--- src/rtl/fb_write_sched.sv ---
// Write-port scheduler for the mmio_vga framebuffer window: round-robin between two
// requesters, with a full-window fill engine that takes absolute priority.
module fb_write_sched #(
  parameter logic [15:0] BASE_ADDR = 16'h200,
  parameter logic [15:0] LAST_ADDR = 16'h5FF,
  parameter int          DATA_W    = 8
) (
  input  logic              clock,
  input  logic              reset_n,
  input  logic              a_req,
  input  logic [15:0]       a_addr,
  input  logic [DATA_W-1:0] a_data,
  output logic              a_ack,
  input  logic              b_req,
  input  logic [15:0]       b_addr,
  input  logic [DATA_W-1:0] b_data,
  output logic              b_ack,
  input  logic              fill_start,
  input  logic [DATA_W-1:0] fill_value,
  output logic              fill_busy,
  output logic              fill_done,
  output logic              err_oor,
  output logic [15:0]       wr_addr,
  output logic [DATA_W-1:0] wr_data,
  output logic              wr_en
);

  // state | meaning
  // IDLE  | arbitrate A/B round-robin, accept fill_start
  // FILL  | one fill write per clock from BASE_ADDR to LAST_ADDR, requesters stalled
  localparam logic IDLE = 1'b0;
  localparam logic FILL = 1'b1;

  logic              state;
  logic [15:0]       cnt;
  logic [DATA_W-1:0] fill_val;
  logic              last_b;

  logic              arb_ok;
  logic [15:0]       gnt_addr;
  logic [DATA_W-1:0] gnt_data;
  logic              gnt_in_win;

  // Acks are gated by reset so nothing is consumed while the block is held in reset.
  assign arb_ok = reset_n && (state == IDLE) && !fill_start;
  assign a_ack  = arb_ok && a_req && (!b_req || last_b);
  assign b_ack  = arb_ok && b_req && (!a_req || !last_b);

  assign gnt_addr   = a_ack ? a_addr : b_addr;
  assign gnt_data   = a_ack ? a_data : b_data;
  assign gnt_in_win = (gnt_addr >= BASE_ADDR) && (gnt_addr <= LAST_ADDR);

  assign fill_busy = (state == FILL);

  always_ff @(posedge clock or negedge reset_n) begin
    if (!reset_n) begin
      state     <= IDLE;
      cnt       <= BASE_ADDR;
      fill_val  <= '0;
      last_b    <= 1'b1;
      wr_addr   <= BASE_ADDR;
      wr_data   <= '0;
      wr_en     <= 1'b0;
      fill_done <= 1'b0;
      err_oor   <= 1'b0;
    end else begin
      wr_en     <= 1'b0;
      fill_done <= 1'b0;
      err_oor   <= 1'b0;
      if (state == FILL) begin
        wr_en   <= 1'b1;
        wr_addr <= cnt;
        wr_data <= fill_val;
        if (cnt == LAST_ADDR) begin
          fill_done <= 1'b1;
          state     <= IDLE;
        end else begin
          cnt <= cnt + 16'd1;
        end
      end else if (fill_start) begin
        state    <= FILL;
        cnt      <= BASE_ADDR;
        fill_val <= fill_value;
      end else if (a_ack || b_ack) begin
        last_b <= b_ack;
        if (gnt_in_win) begin
          wr_en   <= 1'b1;
          wr_addr <= gnt_addr;
          wr_data <= gnt_data;
        end else begin
          err_oor <= 1'b1;
        end
      end
    end
  end

endmodule

--- config.mk ---
export PLATFORM = sky130hd
export DESIGN_NAME = fb_write_sched
export DESIGN_NICKNAME = d
export VERILOG_FILES = /design/src/rtl/fb_write_sched.sv
export SDC_FILE = /design/constraint.sdc
export NUM_CORES = 1
export LEC_CHECK = 0
export BUFFER_PORTS_ARGS = -buffer_cell sky130_fd_sc_hd__buf_4
export CAP_MARGIN = 30
export CORE_ASPECT_RATIO = 0.75
export CORE_UTILIZATION = 54
export CTS_CLUSTER_SIZE = 40
export DETAILED_ROUTE_END_ITERATION = 8
export PLACE_DENSITY = 0.84
export SYNTH_ARGS = -nofsm -noshare
export SYNTH_HDL_FRONTEND = slang
export SYNTH_SLANG_ARGS = --single-unit
--- constraint.sdc ---
create_clock -name clock -period 4.5 [get_ports clock]
set_input_delay 0.9 -clock clock [delete_from_list [all_inputs] [get_ports clock]]
set_output_delay 0.9 -clock clock [all_outputs]
set_load 0.01 [all_outputs]
==> summary.txt, run 1 <==
STA
  • Max-slew violation count: 0
  • Period utilization: 68.73%
  • Unrepaired setup endpoints after global routing: false
  • Min Tclk post-route: around 3100 ps
  • Fin. Hold Viols: 0
  • Setup TNS Final: 0 ps
  • Slew margin rel.: 37.08%
  • Fmax: between 300 and 400 MHz
  • Min setup slack post-route: 1407 ps
  • Least-Margin Pin Slew: 943.8 ps
  • Final setup viols: 0
  • Clock skew: between 10 and 15 ps

Power
  • Pleak: 1.634 nW
  • Worst IR drop on VDD: 0.1966 mV
  • Pwr per Cell Area: about 330 nW/um^2

Logic synthesis
  • Synth Area in Simple Gates: 19.12%
  • Main combinational cell family by area after synthesis: simple AND/OR/NAND/NOR gates
  • Sequential element share of the synthesized area: a little under half
  • Ys async rst share: 100.0%
  • EDFF count, synth: 0
  • Syn Std Cell Area: 2774 sq um
  • FF+latch count, synth: 53
  • Post-synthesis xor/xnor area fraction: between 2 and 2.5%
  • Cells after synthesis: 280
  • Ys Warns: 0
  • Adder-cell share of the synthesized area: less than 1%
  • Mux cell area share after synthesis: ~16%
  • Top FF cell, synth: dfrtp_1
  • Library cells used by synthesis: 41
  • Mapped Avg Cell Area: just under 10 sq um
  • Synth Area in Compound Gates: 10.60%
  • Synth Net Count: about 340

Global route
  • Gr busiest metal: met2
  • Met2 Use GR: 38.92%
  • Largest net degree at the start of global routing: 60
  • Met3 usage: 5.168%
  • Grt total ovfl: 0
  • M1 GR Usage: between 30% and 40%
  • Antenna violations before repair: 0
  • First-pass GRT wire length: 10,420 um
  • Overall routing resource usage: 24.31%
  • Vias in the first global route: about 2.2k

Routing
  • Via/cell ratio: ~5.4
  • DR WL/cell: 14.81 um
  • Routed WL: 6279 um
  • ANT nets after route: 0
  • Vias: roughly 2.3k
  • 1st-iter DRT viols: 200
  • Initial DRT Pass Iterations: 9
  • # DRC: 11

Layout
  • Layout cells sized above 1: 35.71%
  • Area grow syn2layout: 27.70%
  • # diodes: 0
  • Final Net Count: around 430

Clock network
  • Setup Buffers After CTS: 0
  • Clk pin slew, worst setup/hold paths: ~100 ps
  • Clk_lat worst skew: 310 ps
  • CTS tree: done
  • Clk buf depth: 2
  • Sink Count: 53
  • PostCTS Resize Cnt: 0
  • Root Driver: clkbuf_8
  • Hold-fix buffer count after cts: 0
  • Cts bufs inserted: 5
  • H-tree depth: 2

Setup path
  • Critical Path RT: 3600 ps
  • CP Class: in2out
  • Max FO, Critical Path: 55
  • Crit path launch type: input pin
  • CP Capture Type: output port
  • CP arrival: approximately 2200 ps

Outcome
  • Status: finished, violations left
  • Violated checks: DRC

Worst hold path
  • Hold Path Class: reg2reg

Placement
  • Gp weighted congestion: 0.8766
  • DP Worst Slack: 1245 ps
  • Port buffer count: 90
  • Dpl hpwl: 4538 um

Floorplanning
  • Die Y: 64.07 um
  • Die ar.: 5431 sq um
  • Die X: 84.76 um
  • I/O Pins: 91
  • Starting Density: 56.30%
  • Core box area: 4927 sq um
  • Std-Cell Rows: 22

Job
  • Max cap viols: 0
-- per-layer routing --
layer  routed length [um]  part of all wire, %
met1                 3037                   48
met2                 2801                   45
met3                  404                  6.4
met4                   35                 0.56
met5                    0                    0
-- power by group --
| group | internal [mW] | switching (mW) | total, mW |
|---|---|---|---|
| clock network | 0.126 | 0.148 | 0.274 |
| logic | 0.155 | 0.127 | 0.282 |
| registers | 0.551 | 0.0656 | 0.616 |
-- kinds of logic after synthesis --
logic type / after synthesis
simple gates: 109
flops: 53
compound gates: 49
mux: 41
buf+inv: 20
xor+xnor: 7
fa+ha+maj: 1
-- critical path: stages --
cell	delay, ps
buf_4	510
nor3b_2	360
nand3_1	180
inv_1	100
buf_4	120
-- final cells by class --
cell class              instances  area (sq um)
flip-flops and latches         53          1331
fillers                       357          1385
multi-input cells             207          1336
well taps                      60         75.07
repair buffers                 93         698.2
inverters                       3         11.26
clock buffers                   8         90.09
-- cell usage in the layout (no fill, tap or decap), types with 2 or more instances in the layout --
master / instances
nor2_1: 10
nand2_1: 55
nand4_1: 4
dfstp_2: 3
or4_1: 2
nand2b_1: 6
nor3_1: 3
inv_1: 3
or3_1: 7
mux2_2: 19
or2_2: 2
o31ai_1: 2
o21ai_0: 13
mux2i_1: 22
buf_4: 93
dfrtp_1: 49
o21ai_1: 17
xor2_1: 6
nor2b_1: 2
nand3_1: 9
clkbuf_1: 2
clkbuf_8: 6
and4_1: 2
a21oi_1: 10
-- flip-flops by register name, indices dropped and copies added, names as in the netlist --
name       flops
wr_en          1
wr_addr       16
fill_done      1
last_b         1
err_oor        1
wr_data        8
cnt           16
fill_busy      1
fill_val       8
-- path summary, 6_finish.rpt --
path                        startpoint         end  slack (ps)  cells after the start
max                            reset_n       b_ack        1410                      5
min                        fill_val[4]  wr_data[4]         490                      2
max reg2reg                  fill_busy  wr_addr[0]        1730                      6
min reg2reg                fill_val[4]  wr_data[4]         490                      2
max in group asynchronous      reset_n   fill_busy        3400                      1
min in group asynchronous      reset_n  wr_data[4]         610                      1
-- Yosys cell counts, types with 2 or more instances --
| library cell | instances | area (sq um) |
|---|---|---|
| or2_2 | 2 | 12.51 |
| buf_1 | 2 | 7.510 |
| o21ai_0 | 13 | 65.06 |
| nand2b_1 | 6 | 37.54 |
| nor3_1 | 3 | 15.01 |
| nor2_1 | 10 | 37.54 |
| o21ai_1 | 18 | 90.09 |
| clkbuf_1 | 8 | 30.03 |
| o31ai_1 | 2 | 15.01 |
| dfrtp_1 | 50 | 1251 |
| xor2_1 | 6 | 52.55 |
| and4_1 | 2 | 17.52 |
| nand2_1 | 55 | 206.5 |
| buf_2 | 2 | 10.01 |
| nor2b_1 | 2 | 12.51 |
| or4_1 | 2 | 15.01 |
| or3_1 | 7 | 43.79 |
| a21oi_1 | 10 | 50.05 |
| nand4_1 | 4 | 25.02 |
| nand3_1 | 9 | 45.04 |
| inv_1 | 3 | 11.26 |
| mux2_2 | 19 | 214.0 |
| mux2i_1 | 22 | 220.2 |
| dfstp_2 | 3 | 78.83 |
| buf_6 | 4 | 45.04 |
-- metrics by stage --
stage	utilization, %	total power, mW	cells	area [sq um]	hold WS [ps]
finish	71.89	1.172	424	3542	487.8
global placement	70.06	0.8939	416	3452	458.3
detailed placement	70.06	0.9067	416	3452	470.2
global route	71.89	1.241	424	3542	525.7
CTS	71.89	1.175	424	3542	492.3
floorplan	-	0.7559	280	2774	446.0
No activity file was read; power rests on OpenSTA's default activity.
==> run 2, diff against run 1 <==
--- a/config.mk
+++ b/config.mk
@@ -8,10 +8,10 @@
 export BUFFER_PORTS_ARGS = -buffer_cell sky130_fd_sc_hd__buf_4
 export CAP_MARGIN = 30
 export CORE_ASPECT_RATIO = 0.75
-export CORE_UTILIZATION = 54
+export CORE_UTILIZATION = 46
 export CTS_CLUSTER_SIZE = 40
 export DETAILED_ROUTE_END_ITERATION = 8
-export PLACE_DENSITY = 0.84
+export PLACE_DENSITY = 0.77
 export SYNTH_ARGS = -nofsm -noshare
 export SYNTH_HDL_FRONTEND = slang
 export SYNTH_SLANG_ARGS = --single-unit
==> constraint.sdc (replaced) <==
create_clock -name clock -period 2.5 [get_ports clock]
set_input_delay 0.5 -clock clock [delete_from_list [all_inputs] [get_ports clock]]
set_output_delay 0.5 -clock clock [all_outputs]
set_load 0.01 [all_outputs]
==> run 2 against run 1 <==
Against the previous run:
- global-route usage fell by 3.8 points
- worst setup slack got worse by 1300 ps
- critical path depth rose by 1
- largest cell class unchanged
- design area rose by 2.4%
- sequential share of layout area fell by 0.88 points
- sequential power rose by 80%
- clock-buffer cell count fell by 3
- first-iteration DRC count fell by 14%
- the flow now finishes without violations
- power rose by 80%
- clock power rose by 80%
- critical endpoint unchanged
==> summary.txt, run 2 (same netlist as run 1, synthesis figures left out) <==
Layout
  • Layout Cells excl Fill: 448
  • Most frequent cells in the layout: buf_4 (97), nand2_1 (55), dfrtp_1 (49), mux2i_1 (22), mux2_2 (19)
  • # diodes: 0
  • Commonest non-fill, non-tap cell in the layout: buf_4
  • Regs by FF count: cnt (16), wr_addr (16)
  • Post-layout util: roughly 62%
  • Final Net Count: 431
  • Layout cells sized above 1: about 37%
  • Register Area: 1331 sq um
  • Design Area, Final: approximately 3600 sq um
  • Area grow syn2layout: 30.76%
  • Multi-input gate area in the final layout: roughly 1300 sq um
  • Filler cells: 494

Placement
  • Gp weighted congestion: ~0.83
  • Dpl hpwl: between 4000 and 5000 um
  • Port buffer count: 90
  • Inst Count DP: 439
  • Post-DP Area: approximately 3500 sq um

Setup path
  • Slowest-stage cell, CP: dlygate4sd3_1
  • Most frequent CP cell: buf_4
  • CP Class: in2out
  • Levels on crit path: 6
  • Worst Reg-to-Reg Cells: 7
  • Cell family with the largest share of critical-path delay: buffers and inverters
  • CP Cell Sequence: dlygate4sd3_1 -> buf_4 -> nor3b_4 -> nand3_1 -> inv_1 -> buf_4
  • Crit path launch type: input pin
  • CP Capture Type: output port
  • Worst path max stage delay: 550 ps
  • CP arrival: 1870 ps
  • WP buf/inv: 4
  • Max FO, Critical Path: 8
  • Critical Path RT: 2000 ps

Worst hold path
  • Hold Path Class: in2reg
  • Hold Crit Depth: 2

Clock network
  • H-tree depth: 2
  • Clk pin slew, worst setup/hold paths: 90 ps
  • Root Driver: clkbuf_8
  • Cts bufs inserted: 5
  • Clk buf depth: 2
  • Sink Count: 53
  • CTS tree: done
  • Clk_lat worst skew: 310 ps

Global route
  • Antenna violations before repair: 0
  • Vias in the first global route: approximately 2.2k
  • Grt total ovfl: 0
  • Largest net degree at the start of global routing: around 50
  • Overall routing resource usage: 20.49%
  • First-pass GRT wire length: between 10,000 and 15,000 um

Power
  • Worst IR drop on VDD: 0.4169 mV
  • Pleak: 1.671 nW
  • Pwr per Cell Area: approximately 580 nW/um^2

STA
  • Max-slew violation count: 0
  • Clock skew: about 13 ps
  • Fmax: 422.7 MHz
  • Setup TNS Final: 0 ps
  • Least-Margin Pin Slew: 584.1 ps
  • Final setup viols: 0
  • Period utilization: 94.62%
  • Slew margin rel.: 61.06%
  • Min Tclk post-route: 2366 ps
  • Unrepaired setup endpoints after global routing: false
  • Fin. Hold Viols: 0

Floorplanning
  • Std-Cell Rows: 24
  • I/O Pins: 91
  • Die Y: 69.25 um
  • Die X: 91.67 um
  • Core box area: roughly 6000 sq um
  • Starting Density: 47.62%
  • Die ar.: 6348 sq um

Routing
  • ANT nets after route: 0
  • DR WL/cell: 14.16 um
  • Initial DRT Pass Iterations: 4
  • Routed WL: 6343 um
  • # DRC: 0
  • Via/cell ratio: roughly 5.3
  • 1st-iter DRT viols: 172
  • Vias: about 2.4k

Job
  • Max cap viols: 0

Outcome
  • Status: finished, final reports clean
[run 2: where the power goes]
part           switching [mW]  internal [mW]  total, mW  leakage, nW
sequential              0.117          0.991       1.11        0.671
clock                   0.288          0.204      0.492       0.0487
combinational           0.233          0.282      0.514        0.952
total                   0.638           1.48       2.11         1.67
[run 2: metal layers]
| layer | global-route usage (%) | vias up | wire length, um | share of wire (%) |
|---|---|---|---|---|
| li1 | - | 1152 | - | - |
| met1 | 29.99 | 1109 | 3139 | 49 |
| met2 | 31.58 | 87 | 2735 | 43 |
| met3 | 4.276 | 4 | 422 | 6.7 |
| met4 | 4.233 | 0 | 46 | 0.73 |
| met5 | 0 | - | 0 | 0 |
[run 2: worst paths after layout]
path	startpoint	end	slack, ps
max	reset_n	b_ack	130
min	a_req	last_b	370
max reg2reg	cnt[0]	cnt[6]	300
min reg2reg	fill_val[2]	fill_val[2]	490
max in group asynchronous	reset_n	fill_busy	1130
min in group asynchronous	reset_n	wr_addr[13]	570
[run 2: cell type report]
cell class / count / share of cell area [%]
clock inverter: 3 / 0.7244
sequential: 53 / 36.70
multi-input combinational: 207 / 37.01
tap: 78 / 2.691
timing repair buffer: 99 / 20.66
clock buffer: 5 / 1.897
inverter: 3 / 0.3105
[run 2: repair_timing]
| action | 4_1_cts | 5_1_grt |
|---|---|---|
| hold buffers | 1 | 0 |
| setup buffers | 0 | 0 |
| endpoints found under the setup margin | 0 | 2 |
| hold endpoints to repair | 4 | 0 |
| gates resized for setup | 0 | 2 |
[run 2: stage by stage]
| step | worst slack [ps] | total power [mW] | hold WS (ps) |
|---|---|---|---|
| 6_report | 134.5 | 2.115 | 369.3 |
| 5_1_grt | 43.82 | 2.244 | 353.1 |
| 4_1_cts | 71.13 | 2.133 | 361.4 |
| 3_5_place_dp | 334.8 | 1.640 | 316.8 |
| 3_3_place_gp | 414.5 | 1.623 | 317.5 |
| 2_1_floorplan | 691.9 | 1.361 | 204.4 |
